[config.mk]
export PLATFORM = sky130hd
export DESIGN_NAME = pc_scan_ctrl
export DESIGN_NICKNAME = d
export VERILOG_FILES = /design/src/rtl/pc_scan_ctrl.sv
export SDC_FILE = /design/constraint.sdc
export NUM_CORES = 1
export LEC_CHECK = 0
export ABC_AREA = 0
export CORE_MARGIN = 2
export CORE_UTILIZATION = 52
export CTS_BUF_LIST = sky130_fd_sc_hd__clkbuf_4 sky130_fd_sc_hd__clkbuf_8 sky130_fd_sc_hd__clkbuf_16
export CTS_CLUSTER_SIZE = 12
export DETAILED_ROUTE_END_ITERATION = 6
export PLACE_DENSITY = 0.85
export SLEW_MARGIN = 20
export SYNTH_ARGS = -nofsm -noshare
export SYNTH_HDL_FRONTEND = slang
export SYNTH_SLANG_ARGS = --single-unit
[constraint.sdc]
create_clock -name i_sys_clk -period 3.7 [get_ports i_sys_clk]
set_input_delay 0.555 -clock i_sys_clk [delete_from_list [all_inputs] [get_ports i_sys_clk]]
set_output_delay 0.555 -clock i_sys_clk [all_outputs]
set_load 0.005 [all_outputs]
[src/rtl/pc_scan_ctrl.sv]
// Scan controller for the PC muxed-D scan path: freezes the core and rotates or loads the PC; response valid 19 cycles after accept (ADDR_WIDTH=16).
// Accepts only in IDLE and holds the response until i_rsp_ready; PC_SCAN_READBACK_EN adds the capture register returning the pre-operation PC.
module pc_scan_ctrl #(
  parameter int ADDR_WIDTH = 16
) (
  input  logic                  i_sys_clk,
  input  logic                  i_sys_rstn,
  input  logic                  i_req_valid,
  output logic                  o_req_ready,
  input  logic                  i_req_write,
  input  logic [ADDR_WIDTH-1:0] i_req_data,
  output logic                  o_rsp_valid,
  input  logic                  i_rsp_ready,
  output logic [ADDR_WIDTH-1:0] o_rsp_data,
  output logic                  o_scan_en,
  output logic                  o_scan_in,
  input  logic                  i_scan_out,
  output logic                  o_core_freeze,
  output logic                  o_busy
);

  localparam int CNT_WIDTH = $clog2(ADDR_WIDTH + 2);
  localparam logic [CNT_WIDTH-1:0] LAST_J = CNT_WIDTH'(ADDR_WIDTH);

  typedef enum logic [1:0] {
    ST_IDLE,
    ST_FREEZE,
    ST_SHIFT,
    ST_RESP
  } state_t;

  state_t                state_q, state_d;
  logic [CNT_WIDTH-1:0]  cnt_q, cnt_d;
  logic                  wr_q, wr_d;
  logic [ADDR_WIDTH-1:0] data_q, data_d;

  always_ff @(posedge i_sys_clk or negedge i_sys_rstn) begin
    if (!i_sys_rstn) begin
      state_q <= ST_IDLE;
      cnt_q   <= '0;
      wr_q    <= 1'b0;
      data_q  <= '0;
    end else begin
      state_q <= state_d;
      cnt_q   <= cnt_d;
      wr_q    <= wr_d;
      data_q  <= data_d;
    end
  end

  // Latched data shifts left once per shift from j=1 on, so its MSB is always data[ADDR_WIDTH-j].
  always_comb begin
    state_d = state_q;
    cnt_d   = cnt_q;
    wr_d    = wr_q;
    data_d  = data_q;
    case (state_q)
      ST_IDLE: begin
        if (i_req_valid) begin
          state_d = ST_FREEZE;
          wr_d    = i_req_write;
          data_d  = i_req_data;
        end
      end
      ST_FREEZE: begin
        state_d = ST_SHIFT;
        cnt_d   = '0;
      end
      ST_SHIFT: begin
        if (cnt_q != '0) begin
          data_d = {data_q[ADDR_WIDTH-2:0], 1'b0};
        end
        if (cnt_q == LAST_J) begin
          state_d = ST_RESP;
          cnt_d   = '0;
        end else begin
          cnt_d = cnt_q + CNT_WIDTH'(1);
        end
      end
      ST_RESP: begin
        if (i_rsp_ready) begin
          state_d = ST_IDLE;
        end
      end
      default: state_d = ST_IDLE;
    endcase
  end

`ifdef PC_SCAN_READBACK_EN
  logic [ADDR_WIDTH-1:0] cap_q, cap_d;

  // Bits arrive MSB first from the scan-out flop, one per shift from j=1.
  always_comb begin
    cap_d = cap_q;
    if (state_q == ST_IDLE && i_req_valid) begin
      cap_d = '0;
    end else if (state_q == ST_SHIFT && cnt_q != '0) begin
      cap_d = {cap_q[ADDR_WIDTH-2:0], i_scan_out};
    end
  end

  always_ff @(posedge i_sys_clk or negedge i_sys_rstn) begin
    if (!i_sys_rstn) begin
      cap_q <= '0;
    end else begin
      cap_q <= cap_d;
    end
  end

  assign o_rsp_data = cap_q;
`else
  assign o_rsp_data = '0;
`endif

  assign o_req_ready   = (state_q == ST_IDLE);
  assign o_busy        = (state_q != ST_IDLE);
  assign o_scan_en     = (state_q == ST_SHIFT);
  assign o_core_freeze = (state_q == ST_FREEZE) || (state_q == ST_SHIFT);
  assign o_rsp_valid   = (state_q == ST_RESP);
  // j=0 always recirculates the scan-out flop; reads keep recirculating for a full ring rotation.
  assign o_scan_in     = (state_q == ST_SHIFT) &&
                         ((wr_q && cnt_q != '0) ? data_q[ADDR_WIDTH-1] : i_scan_out);

endmodule

---- Word-level counts from Yosys, hierarchy flattened ----
Cells that the tools add are included.
word-level totals
  word-level logic and storage cells ...... 34
  input bits .............................. 22
  output and inout bits ................... 22
  flip-flop bits (word level) ............. 24
  memory bits (writable) .................. 0
  bits in read-only memories .............. 0
  latch bits .............................. 0
  memories ................................ 0
cells by class
  reductions and logical operators ........ 11
  $add $sub $neg .......................... 1
  shift-type cells ........................ 0
  $lt $le $gt $ge ......................... 0
  multipliers ............................. 0
  mux-type cells .......................... 10
  divide/modulo/power cells ............... 0
  equality and inequality tests ........... 8
  bitwise gates (word level) .............. 0
operators by type and width
  cell                                                   number
  2-to-1 mux 16 bit                                      2
  case mux 16 bit (2 select lines)                       1
  case mux 5 bit (2 select lines)                        1
  case mux 2 bit (4 select lines)                        1
  2-to-1 mux 2 bit                                       3
  inequality test 2 x 1 -> 1 bit, second input constant  3
  AND reduction 3 bit                                    2
  nonzero test 2 bit                                     3
  adder 5 x 1 -> 5 bit, second input constant            1
  equality test 5 bit, second input constant             1
  2-to-1 mux 5 bit                                       1
  nonzero test 5 bit                                     1
  equality test 2 bit, second input constant             2
  equality test 2 x 1 -> 1 bit, second input constant    1
  logical AND 1 bit                                      2
  logical NOT 2 bit                                      1
  inequality test 2 bit, second input constant           1
  AND reduction 2 bit                                    1
  logical OR 1 bit                                       1
  2-to-1 mux 1 bit                                       1

---- Depth between registers and ports, before layout ----
  word-level depth ........................ 4
  depth in mapped cells ................... 7
  gate-level depth less buffers ........... 5

---- Worst setup path before layout ----
No wires, ideal clock.
  path type ............................... register -> output
  start ................................... register cnt_q[0]
  end ..................................... output port o_scan_in
  path slack .............................. 1.652 ns
  arrival ................................. 1.493 ns
  cell stages (with the launch flop) ...... 8
  data required time ...................... 3.145 ns
  buffers on the path ..................... 2
  cells stage by stage .................... dfrtp_1 > inv_1 > ha_1 > or4b_1 > buf_2 > buf_6 > nand3_1 > a21oi_1
on the way
  cells in the longest elaborated chain, start to end .. 4
ends and longest elaborated chain
  item                    line  text
  start, declared         33    logic [CNT_WIDTH-1:0] cnt_q, cnt_d;
  start signal, assigned  45    cnt_q <= cnt_d;
  nonzero test 5 bit      122   ((wr_q && cnt_q != '0) ? data_q[ADDR_WIDTH-1] : i_scan_out);
  logical AND 1 bit       122
  2-to-1 mux 1 bit        122
  logical AND 1 bit       121   assign o_scan_in = (state_q == ST_SHIFT) &&
  end, declared           16    output logic o_scan_in,
No other way between the ends.

---- Final worst setup path ----
Same ends and word-level chain as after synthesis.

==> run summary <==
The logs give 0 for the final count of pins violating max slew and 59.6% for the combinational group share of total power. The effective utilization at floorplan was 54.0%. The adder and majority gate portion of the synthesized area is 4.59%. The worst reg2reg path endpoint is data_q[5]$_DFFE_PN0P_. The synthesized area is 1640 um^2. After synthesis, flip-flops and latches occupy 36.7% of the total area.

The logs give 1251 for the via count of the first global-routing pass and 0 for the count of nets left with antenna violations after detail routing. Post-synthesis xor/xnor area fraction: 0%. The run gives 0 as the buffers inserted during post-CTS setup optimization. Counting both buffers and inverters, the worst setup path holds a total of 3. The logs give 0 for the number of antenna violations at the first check in global routing and 2180 um for the final HPWL from detailed placement. The final critical path takes up 77.6% of the cycle. Final hold analysis gives a worst-case slack of 0.209 ns. Highest achievable clock rate: 0.348 GHz.

After detailed routing, the average wire length per cell comes to 13.0 um. Measured against its own limit, the worst slew margin works out to 49.0%. The final layout contains routed wiring with a total length of 3180 um. For flop-to-flop paths, the worst setup slack is 1.72 ns. The clock network accounts for 8.2% of the total power.

TritonCTS built the clock tree. In the synthesized netlist, the number of instances is 179. Max-cap violations in this run came to 0.

For the overall routing resource usage, the log shows 19.8%. The tools report the final layout net count as 230. The worst reg2reg path startpoint was state_q[0]$_DFFE_PN0P_. The worst endpoint data arrival time was 2.32 ns. Kind of start point of the critical path: a flop. In the routed design, unresolved DRC markers number 0. The count of buffers inserted at the top-level ports was 27.

For the final standard cell utilization of the core, the log shows 62.1%. The final weighted congestion in routability-driven placement came out at 0.736. The run gives 31.2% as the fraction of met2 tracks used by global routing. The share of the synthesized area in compound gates (AO/OA/AOI/OAI) is 14.4%, and the number of gates resized after cts is 0.

The run gives 241 as the cell total after placement. Traced cell by cell, the critical path runs through inv_1 -> ha_1 -> or4b_1 -> buf_4 -> nand3_1 -> a21oi_1 -> clkdlybuf4s50_1. The first routing iteration left 29 violations. For met3 alone, demand over resource in global routing was 3.46%. The internal power is 775 uW, and the die boundary width is 60.1 um. At the pin with the least slew margin, the transition time is 0.751 ns. The run finished with clean final reports. The total count of hold-check failures in the final report was 0.

For the H-tree depth reported by CTS, the log shows 1. Net switching is 43.8% of the power. The core region is 3030 um^2.

After synthesis, the share of cell area in mux cells is 4.13%. Master of the slowest instance on the critical path: sky130_fd_sc_hd__clkdlybuf4s50_1. The setup skew after layout came out at 0.00873 ns. The worst-case reg-to-reg path depth is 5.

met2 is the most crowded layer. During synthesis, Yosys emitted a total of 0 warnings. Entering global routing, the biggest net connects 27 pins.

The time the worst path needs with I/O delays and setup was 2.87 ns. After global routing the overflow that remains totals 0. The top-level port count is 44, and the post-layout instance count excluding filler cells is 244.

The number of placement rows is 20. The tree is rooted in a sky130_fd_sc_hd__clkbuf_4. Dividing total power by cell area gives a power density of 734 nW/um^2. The critical path capture point type was an output port. Setup repair after global routing left no endpoint under its margin. The y dimension of the die was 60.1 um; the largest fanout on the critical path was 17.

Synthesis instantiated 37 different standard cells from the library. After clock tree synthesis, the clock-pin slew on the worst setup and hold paths is 0.13 ns. Setup violations remaining at the end of the flow were counted as 0. In the layout the commonest cells are sky130_fd_sc_hd__clkdlybuf4s50_1, sky130_fd_sc_hd__dfrtp_1, sky130_fd_sc_hd__nor2_1, sky130_fd_sc_hd__nand2b_1, sky130_fd_sc_hd__conb_1.

0 antenna diodes ended up in the layout. The required time of the critical path came out at 3.14 ns. The class of the most critical hold timing path was primary input to async pin. The vias after detailed routing is 1317, and the clock buffer count from CTS is 3. The mean number of vias per cell is 5.40. The first global-routing pass estimated 5460 um of wire. The commonest non-fill, non-tap cell in the layout is sky130_fd_sc_hd__clkdlybuf4s50_1. The tools report the worst IR drop on VDD as 0.000566 V. The total die area is 3610 um^2, and the post-synthesis average cell area is 9.14 um^2. The category of cells accounting for the largest share of critical-path delay was buffers and inverters.

The area growth from synthesis to layout is 14.9%. In the final timing run, aggregate negative setup slack is 0 ns. The analysis attributes to net switching a power of 604 uW. The register share of total power is 32.2%, and the count of hold-fix buffers inserted at cts is 0. The analysis attributes to cell leakage a power of 0.000751 uW. Synthesis inferred 24 register bits. The dominant combinational cell family by area after synthesis is simple AND/OR/NAND/NOR gates.

The largest incremental delay on the critical path is 0.46 ns. The tools report the clock sink count as 24. For the worst-skew pair, the clock arrives at the later sink with an insertion delay of 0.31 ns. In the final layout, the share of cells above drive strength 1 is 10.5%.

For this run, the detailed router's first-pass iteration total came to 5. Startpoint-to-endpoint class of the critical path: flop to output port. For the buffer depth of the longest clock path, the log shows 2. Global routing used 26.9% of the available met1 tracks.

Post-synthesis share of cell area spent on and, or, nand and nor gates: 26.5%.
[cell usage after synthesis (all sizes together)]
library cell  count  area share (%)
a21oi             1            0.31
or3               1            0.38
o221ai            1            0.54
nand2b           16             6.1
inv              11             2.5
o22ai            16             9.6
nor4b             1             1.5
a32o              1            0.61
nand2             4            0.92
clkbuf            4            0.92
nand3             5             1.5
mux2i             3             2.1
conb              1            0.23
nor2             16             3.7
nand4bb           1            0.69
nand3b            1            0.46
nor4             15             5.7
nor2b             1            0.38
a22oi             1            0.46
o21ai             4             1.2
dfrtp            24              37
ha                6             4.6
a222oi            1            0.61
buf              23             9.9
a2bb2oi           1            0.54
or4b              1            0.61
mux2              3             2.1
nor3             15             4.6
o2bb2ai           1            0.54
[metal layers]
metal	vias up	wire length (um)
li1	654	-
met1	615	1570
met2	44	1440
met3	4	133
met4	0	36
met5	-	0
[sequential cells by signal, indices dropped and copies added, names as in the netlist]
| name | flops |
|---|---|
| data_q | 16 |
| cnt_q | 5 |
| state_q | 2 |
| wr_q | 1 |
[through the flow]
step / total power (uW) / setup slack [ns] / area [um^2]
after floorplan: 1070 / 1.65 / 1690
after global placement: 1250 / 1.23 / 1860
after detailed placement: 1270 / 1.21 / 1860
final: 1380 / 0.828 / 1880
after CTS: 1390 / 0.834 / 1880
after global routing: 1500 / 0.702 / 1880
[layout make-up]
type / count / area, um^2
clock buffer: 3 / 22.5
fill: 257 / 1150
multi-input combinational: 132 / 872
tap: 44 / 55.1
timing repair buffer: 30 / 288
inverter: 11 / 41.3
sequential: 24 / 601
[power groups by stage]
stage	Combinational [uW]	Sequential, uW	Clock (uW)
floorplan	642	428	0
global placement	809	444	0
detailed placement	819	448	0
CTS	825	443	119
global route	914	459	127
finish	821	444	113
[how the worst max path moves through the flow]
stage                         startpoint        end  slack [ns]  cells after the start
floorplan           cnt_q[0]$_DFFE_PN0P_  o_scan_in        1.65                      7
global placement    cnt_q[0]$_DFFE_PN0P_  o_scan_in        1.23                      7
detailed placement  cnt_q[0]$_DFFE_PN0P_  o_scan_in        1.21                      7
CTS                 cnt_q[0]$_DFFE_PN0P_  o_scan_in        0.83                      7
global route        cnt_q[0]$_DFFE_PN0P_  o_scan_in        0.70                      7
finish              cnt_q[0]$_DFFE_PN0P_  o_scan_in        0.83                      7
[kinds of logic after synthesis]
group,after synthesis
other,1
AND/OR/NAND/NOR,77
multiplexers,6
adder cells (fa/ha/maj),6
AO/OA/AOI/OAI,27
flip-flops,24
buffers and inverters,38
Note: power is estimated with default switching activity, not from simulation.
